File: src/rtl/afifo_write_arbiter_pkg.sv
// Shared definitions for the AFIFOChain write-port arbiter: FSM state encoding
// and the default chunk length derived from the chain geometry.
package afifo_write_arbiter_pkg;

  typedef enum logic [1:0] {
    ST_IDLE       = 2'd0,
    ST_WAIT_READY = 2'd1,
    ST_XFER       = 2'd2,
    ST_RELEASE    = 2'd3
  } state_t;

  // Chain geometry: N_FIFO primitives of FIFO_BITS each, one chunk is half of it.
  localparam int N_FIFO    = 8;
  localparam int FIFO_BITS = 4096;
  localparam int DEFAULT_W = 8;

  function automatic int chunk_len_for(input int n_fifo, input int w);
    return (n_fifo / 2) * FIFO_BITS / w;
  endfunction

  localparam int DEFAULT_CHUNK_LEN = chunk_len_for(N_FIFO, DEFAULT_W);

endpackage

File: src/rtl/afifo_write_arbiter_rr_pick.sv
// Combinational round-robin selector: returns the first requester found when
// searching upward from pointer+1 (mod N), as one-hot and as an index.
module afifo_write_arbiter_rr_pick #(
  parameter int N  = 2,
  parameter int PW = (N > 1) ? $clog2(N) : 1
) (
  input  logic [N-1:0]  req,
  input  logic [PW-1:0] pointer,
  output logic [N-1:0]  pick,
  output logic [PW-1:0] pick_idx
);

  logic [PW-1:0] idx;
  logic          found;

  always_comb begin
    pick     = '0;
    pick_idx = '0;
    found    = 1'b0;
    idx      = '0;
    for (int k = 1; k <= N; k++) begin
      idx = PW'((int'(pointer) + k) % N);
      if (!found && req[idx]) begin
        pick[idx] = 1'b1;
        pick_idx  = idx;
        found     = 1'b1;
      end
    end
  end

endmodule

File: src/rtl/afifo_write_arbiter.sv
// Shares one AFIFOChain write port between N requesters in whole CHUNK_LEN chunks.
// Optional macro AFIFO_WRITE_ARB_PAD_EN: a requester dropping req mid-chunk is padded out with PAD_WORD.
module afifo_write_arbiter
  import afifo_write_arbiter_pkg::*;
#(
  parameter int           W         = 8,
  parameter int           N         = 2,
  parameter int           CHUNK_LEN = DEFAULT_CHUNK_LEN,
  parameter logic [W-1:0] PAD_WORD  = '0
) (
  input  logic           clk,
  input  logic           rst,
  input  logic [N-1:0]   req,
  input  logic [N-1:0]   in_valid,
  input  logic [N*W-1:0] in_data,
  output logic [N-1:0]   grant,
  output logic           chunk_done,
  input  logic           fifo_prop_w_ready,
  output logic           fifo_w_trigger,
  output logic [W-1:0]   fifo_w_data,
  input  logic           fifo_w_ready,
  output logic           overflow,
  output logic           busy
);

  localparam int CW = $clog2(CHUNK_LEN + 1);
  localparam int PW = (N > 1) ? $clog2(N) : 1;

  state_t        state_reg, state_next;
  logic [N-1:0]  grant_reg, grant_next;
  logic [PW-1:0] gidx_reg, gidx_next;
  logic [PW-1:0] pointer_reg, pointer_next;
  logic [CW-1:0] count_reg, count_next;
  logic          trigger_reg, trigger_next;
  logic [W-1:0]  data_reg, data_next;
  logic          chunk_done_reg, chunk_done_next;
  logic          overflow_reg, overflow_next;
`ifdef AFIFO_WRITE_ARB_PAD_EN
  logic          pad_reg, pad_next;
`endif

  logic [N-1:0]  pick;
  logic [PW-1:0] pick_idx;
  logic [W-1:0]  lane [N];
  logic          take;
  logic [W-1:0]  word;

  for (genvar gi = 0; gi < N; gi++) begin : g_lane
    assign lane[gi] = in_data[gi*W +: W];
  end

  afifo_write_arbiter_rr_pick #(.N(N), .PW(PW)) u_rr_pick (
    .req      (req),
    .pointer  (pointer_reg),
    .pick     (pick),
    .pick_idx (pick_idx)
  );

  always_ff @(posedge clk or posedge rst) begin
    if (rst) begin
      state_reg      <= ST_IDLE;
      grant_reg      <= '0;
      gidx_reg       <= '0;
      pointer_reg    <= '0;
      count_reg      <= '0;
      trigger_reg    <= 1'b0;
      data_reg       <= '0;
      chunk_done_reg <= 1'b0;
      overflow_reg   <= 1'b0;
`ifdef AFIFO_WRITE_ARB_PAD_EN
      pad_reg        <= 1'b0;
`endif
    end else begin
      state_reg      <= state_next;
      grant_reg      <= grant_next;
      gidx_reg       <= gidx_next;
      pointer_reg    <= pointer_next;
      count_reg      <= count_next;
      trigger_reg    <= trigger_next;
      data_reg       <= data_next;
      chunk_done_reg <= chunk_done_next;
      overflow_reg   <= overflow_next;
`ifdef AFIFO_WRITE_ARB_PAD_EN
      pad_reg        <= pad_next;
`endif
    end
  end

  always_comb begin
    state_next      = state_reg;
    grant_next      = grant_reg;
    gidx_next       = gidx_reg;
    pointer_next    = pointer_reg;
    count_next      = count_reg;
    trigger_next    = 1'b0;
    data_next       = data_reg;
    chunk_done_next = 1'b0;
    // A write strobe the FIFO could not accept is latched permanently.
    overflow_next   = overflow_reg | (trigger_reg & ~fifo_w_ready);
    take            = 1'b0;
    word            = lane[gidx_reg];
`ifdef AFIFO_WRITE_ARB_PAD_EN
    pad_next        = pad_reg;
`endif

    case (state_reg)
      ST_IDLE: begin
        if (|req) state_next = ST_WAIT_READY;
      end
      ST_WAIT_READY: begin
        if (!(|req)) begin
          state_next = ST_IDLE;
        end else if (fifo_prop_w_ready) begin
          state_next = ST_XFER;
          grant_next = pick;
          gidx_next  = pick_idx;
          count_next = CW'(CHUNK_LEN);
        end
      end
      ST_XFER: begin
`ifdef AFIFO_WRITE_ARB_PAD_EN
        if (pad_reg) begin
          take = 1'b1;
          word = PAD_WORD;
        end else if (!req[gidx_reg]) begin
          pad_next   = 1'b1;
          grant_next = '0;
        end else begin
          take = in_valid[gidx_reg];
        end
`else
        take = in_valid[gidx_reg];
`endif
        if (take) begin
          trigger_next = 1'b1;
          data_next    = word;
          count_next   = count_reg - CW'(1);
          if (count_reg == CW'(1)) begin
            grant_next   = '0;
            pointer_next = gidx_reg;
            state_next   = ST_RELEASE;
`ifdef AFIFO_WRITE_ARB_PAD_EN
            pad_next     = 1'b0;
`endif
          end
        end
      end
      ST_RELEASE: begin
        // Dead cycle so prop_w_ready can fall before it is sampled again.
        chunk_done_next = 1'b1;
        state_next      = (|req) ? ST_WAIT_READY : ST_IDLE;
      end
      default: state_next = ST_IDLE;
    endcase
  end

  assign grant          = grant_reg;
  assign chunk_done     = chunk_done_reg;
  assign fifo_w_trigger = trigger_reg;
  assign fifo_w_data    = data_reg;
  assign overflow       = overflow_reg;
  assign busy           = (state_reg != ST_IDLE);

endmodule

File: config.mk
export PLATFORM = sky130hd
export DESIGN_NAME = afifo_write_arbiter
export DESIGN_NICKNAME = d
export VERILOG_FILES = /design/src/rtl/afifo_write_arbiter_pkg.sv /design/src/rtl/afifo_write_arbiter_rr_pick.sv /design/src/rtl/afifo_write_arbiter.sv
export SDC_FILE = /design/constraint.sdc
export NUM_CORES = 1
export LEC_CHECK = 0
export BUFFER_PORTS_ARGS = -buffer_cell sky130_fd_sc_hd__buf_4
export CORE_MARGIN = 2
export CORE_UTILIZATION = 46
export DETAILED_ROUTE_END_ITERATION = 7
export PLACE_DENSITY = 0.74
export SETUP_SLACK_MARGIN = 0.2
export SLEW_MARGIN = 0
export SYNTH_ARGS = -nofsm -noshare
export SYNTH_HDL_FRONTEND = slang
export SYNTH_SLANG_ARGS = --single-unit
File: constraint.sdc
create_clock -name clk -period 1.7 [get_ports clk]
set_clock_uncertainty 0.2 [all_clocks]
set_input_delay 0.34 -clock clk [delete_from_list [all_inputs] [get_ports clk]]
set_output_delay 0.34 -clock clk [all_outputs]
set_load 0.02 [all_outputs]
== Yosys cells after proc, flatten, opt, wreduce, memory -nomap -nowiden ==
Cells that the tools add are included.

* Logic and storage cells: 84
* Bits in read-only memories: 0
* Bits in latches: 0
* Memories kept: 0
* Output and inout port bits: 14
* Memory bits (writable): 0
* Bits in registers: 29
* Input port bits: 24

* Eq/ne operators: 10
* Reduce and logical (&&, ||, !) cells: 14
* Shift operators: 0
* Bitwise operators: 5
* Magnitude comparators: 6
* Multiply operators: 0
* Div/mod/pow operators: 0
* Add/sub/neg operators: 3
* Mux-type cells: 37

{| class="wikitable"
|+ Operators with widths
! cell !! count
|-
| 12-bit two-way mux || 3
|-
| 8-bit two-way mux || 3
|-
| 12-bit case mux with 2 select lines || 1
|-
| 2-bit two-way mux || 11
|-
| 1-bit two-way mux || 15
|-
| 12-bit by 1-bit == test with 1-bit output (second input constant) || 1
|-
| 12-bit by 1-bit subtractor with 12-bit output (second input constant) || 1
|-
| 2-bit != test (second input constant) || 5
|-
| 2-bit case mux with 4 select lines || 1
|-
| 4-bit AND reduction || 2
|-
| 1-bit by 2-bit < comparator with 1-bit output (second input constant) || 3
|-
| 3-bit AND reduction || 2
|-
| 5-bit AND reduction || 1
|-
| 2-bit == test (second input constant) || 2
|-
| 2-bit case mux with 2 select lines || 1
|-
| 2-bit nonzero test || 2
|-
| 1-bit logical AND || 3
|-
| 3-bit != test (second input constant) || 1
|-
| 1-bit adder (second input constant) || 2
|-
| 1-bit demux with 1-bit select || 2
|-
| 2-bit by 1-bit == test with 1-bit output (second input constant) || 1
|-
| 1-bit >= comparator (second input constant) || 2
|-
| 2-bit >= comparator (second input constant) || 1
|-
| 2-bit zero test || 1
|-
| other kinds (8) || 8
|}

== Longest topological paths before layout ==
* Depth after elaboration: 11
* Mapped depth: 6

== By module ==
Synthesis repeated with hierarchy kept, for this count alone.

* Cells, all modules: 137
* Area total of the unflattened synthesis: 1431.4 µm²

{| class="wikitable"
|+ Modules (own cells, without submodules)
! module !! seq. area each (µm²) !! cells an instance !! times used !! area each (µm²)
|-
| afifo_write_arbiter || 725.7 || 133 || 1 || 1405.1
|-
| afifo_write_arbiter_rr_pick || 0.0 || 4 || 1 || 26.3
|}

== Worst setup path before layout ==
OpenSTA, ideal clock, no wires.

* Kind: reg-to-reg
* Start: reg count_reg[9]
* End: reg pointer_reg
* Stages on the path, launching flop included: 5
* Arrival time: 1580 ps
* Setup slack: -205 ps
* Path through: dfrtp_1 > or4_4 > and4bb_2 > nand2_1 > mux2_4

* Word-level cells in the longest chain between the ends: 2

{| class="wikitable"
|+ Ends and longest elaborated chain
! element !! line !! text
|-
| start: declaration || afifo_write_arbiter.sv:33 || <nowiki>logic [CW-1:0] count_reg, count_next;</nowiki>
|-
| start signal: assignment || afifo_write_arbiter.sv:78 || <nowiki>count_reg <= count_next;</nowiki>
|-
| 12-bit by 1-bit == test with 1-bit output || afifo_write_arbiter.sv:138 || <nowiki>if (count_reg == CW'(1)) begin</nowiki>
|-
| 3-bit AND reduction (no line) || - ||
|-
| end signal: assignment || afifo_write_arbiter.sv:77 || <nowiki>pointer_reg <= pointer_next;</nowiki>
|-
| end: declaration || afifo_write_arbiter.sv:32 || <nowiki>logic [PW-1:0] pointer_reg, pointer_next;</nowiki>
|}

No other way between the ends.
A chain may end at the register's enable or synchronous reset.

== Worst setup path after layout ==
Same ends and word-level chain as after synthesis.

==> metrics.txt <==
first-pass GRT wire length=6.65 mm; Final setup viols=14; startpoint class of the critical path=flip-flop; reg2reg setup slack=-0.28 ns; Yosys cell types=38; WHS Endpoint=overflow; type of the worst min-delay path=in2reg; beginning of the worst hold path=fifo_w_ready; count of final max-slew check failures=0; grt total ovfl=0; CP delay by family, top=simple AND/OR/NAND/NOR gates; layout cells sized above 1=60.5%; largest net degree at the start of global routing=30; Hold WS=0.0706 ns; Max clock buf depth=2; DIE HEIGHT=58.9 um; Vias/cell=5.60; CTS tree=done; hpwl dp=2.38 mm; GR Util All Layers=26.5%; status=finished with violations; critical path arrival=2.00 ns; Clock Latency Late Sink=0.33 ns; share of the synthesized area in the top cell type=52.4%; CTS buffer count=5; Rel. slew slack=62.0%; Final ANT Viol Nets=0; Clk pin slew, worst setup/hold paths=0.10 ns; slowest CP cell=or4_4; clock sink count=29; die area=3470 sq um; DR pass1 iterations=6; violated checks=design-rule violations, negative setup slack; Yosys Warn Count=0; DRT Wirelength=4.43 mm; FF-to-FF path depth=4; Finished Core Util=85.8%; worst r2r dst=pointer_reg; critical path fanouts, max=3; WP buf/inv=0; Tcrit/Tclk final=116%; CTS HTree Levels=2; Max IR drop VDD=1260 uV; GPL Wtd Cong=0.825; CORE AREA=2810 sq um; asr flop ratio synth=100%; worst slack at placement=-0.237 ns; pwr/cell area=1680 nW/um^2; syn avg cell area=10.7 sq um; Hold Fails Final Rpt=0; fillcell total=150; Synth Instances=130; Die X=58.9 um; Worst Tran Pin Value=0.565 ns; Levels on crit path=4; Pleak=1.13 nW; DR iter-0 viols=63; vias in the first global route=1480; IO Count=38; fmax=506 MHz; worst-path cell chain=or4_4, and4bb_4, nand2_2, mux2_4; initial antenna violation count=0; initial core utilization=49.4%; Largest register FFs=12; fin nets=240; EDFF count, synth=0; Final WS setup=-0.277 ns; Period minus WS final=1.98 ns; IO buf count=37; synth-to-layout area growth=73.8%; number of diodes=0; setup TNS=-1.72 ns; most common library cells after synthesis=dfrtp_1 (29), nor2_1 (17), a21oi_1 (12); Crit Path Class=reg2reg; Vias=1378; num rows=19; DRC Markers=1; max-cap violation count=0; slowest stage delay, CP=0.54 ns; top cells by area, synth=dfrtp_1 (52%), mux2i_1 (6.5%), nor2_1 (4.6%); RSZ-0062 raised after global routing=true; worst r2r src=count_reg[9]; Synth Register Bits=29; most common cell in the netlist=dfrtp_1; WP data required=1.72 ns; WHS Path Cells=3; sequential share of the synthesized area=52.4%; top_reg_cell synth=dfrtp_1; WL per Instance=18.0 um; cell taking the most area after synthesis=dfrtp_1; clock root cell=clkbuf_4; Net Count, Synth=156; post-synthesis cell area=1390 sq um; Worst setup EP type=flip-flop
## tightest hold or removal path, cell delays in order
cell    delay, ns
buf_4        0.10
inv_1        0.04
a21o_1       0.10
## per-layer routing
metal | part of all wire [%] | GRT usage (%)
met2 | 53 | 47.1
met3 | 6.4 | 7.03
met1 | 35 | 27.5
met5 | 0 | 0
met4 | 5.0 | 15.9
## metrics by stage
step                cells  total power [W]  cell area, sq um
global route          246          0.00428              2410
detailed placement    214          0.00276              1860
floorplan             130          0.00206              1420
global placement      214          0.00269              1860
CTS                   239          0.00362              2220
finish                246          0.00405              2410
## timing repair
item | in CTS | in global routing
pin swaps | 21 | 17
hold buffers | 1 | 0
gates cloned | 2 | 0
hold endpoints to repair | 29 | 0
buffers inserted | 14 | 7
gates resized for setup | 42 | 29
endpoints found under the setup margin | 26 | 30
## where the power goes
part | leakage, nW | switching (W) | internal [W]
Sequential | 0.357 | 0.000209 | 0.000948
Combinational | 0.741 | 0.00117 | 0.00131
Clock | 0.0310 | 0.000263 | 0.000156
Total | 1.13 | 0.00164 | 0.00242
## worst max path at each step
stage / start / slack (ns) / to
after floorplan: count_reg[9] / -0.19 / pointer_reg
after global placement: count_reg[9] / -0.20 / pointer_reg
after detailed placement: count_reg[9] / -0.24 / pointer_reg
after CTS: count_reg[6] / -0.25 / pointer_reg
after global routing: count_reg[9] / -0.31 / pointer_reg
final: count_reg[9] / -0.28 / pointer_reg
## layout by cell type (no fill, tap or decap), types with 3 or more instances in the layout
cell      instances
mux2i_1           9
dfrtp_1          29
nand2_2           4
xor2_1            5
clkbuf_4          5
mux2_4            3
buf_4            61
a21oi_2           8
buf_6            16
inv_1             5
a21oi_1           3
nor2_4            5
nor2_2            3
nor2_1            9
## cell families (layout without fill, tap and decap cells)
kind of cell	count (synthesis)	in the layout	synth area share, %
xor gates and xnor gates	5	5	3.16
muxes	12	12	9.21
AOI/OAI and AO/OA	25	25	11.2
and+or+nand+nor	48	48	19.8
DFF	29	29	52.4
buffers and inverters	9	94	2.44
adders and majority gates	2	2	1.81
## layout make-up
cell class	count	area, sq um	area share, %
multi-input cells	92	853	35.4
flip-flops and latches	29	726	30.1
repair buffers	81	716	29.7
well taps	31	38.8	1.61
clock buffers	5	37.5	1.56
inverters	5	18.8	0.780
clock inverters	3	17.5	0.728
(Power assumes the default switching activity.)
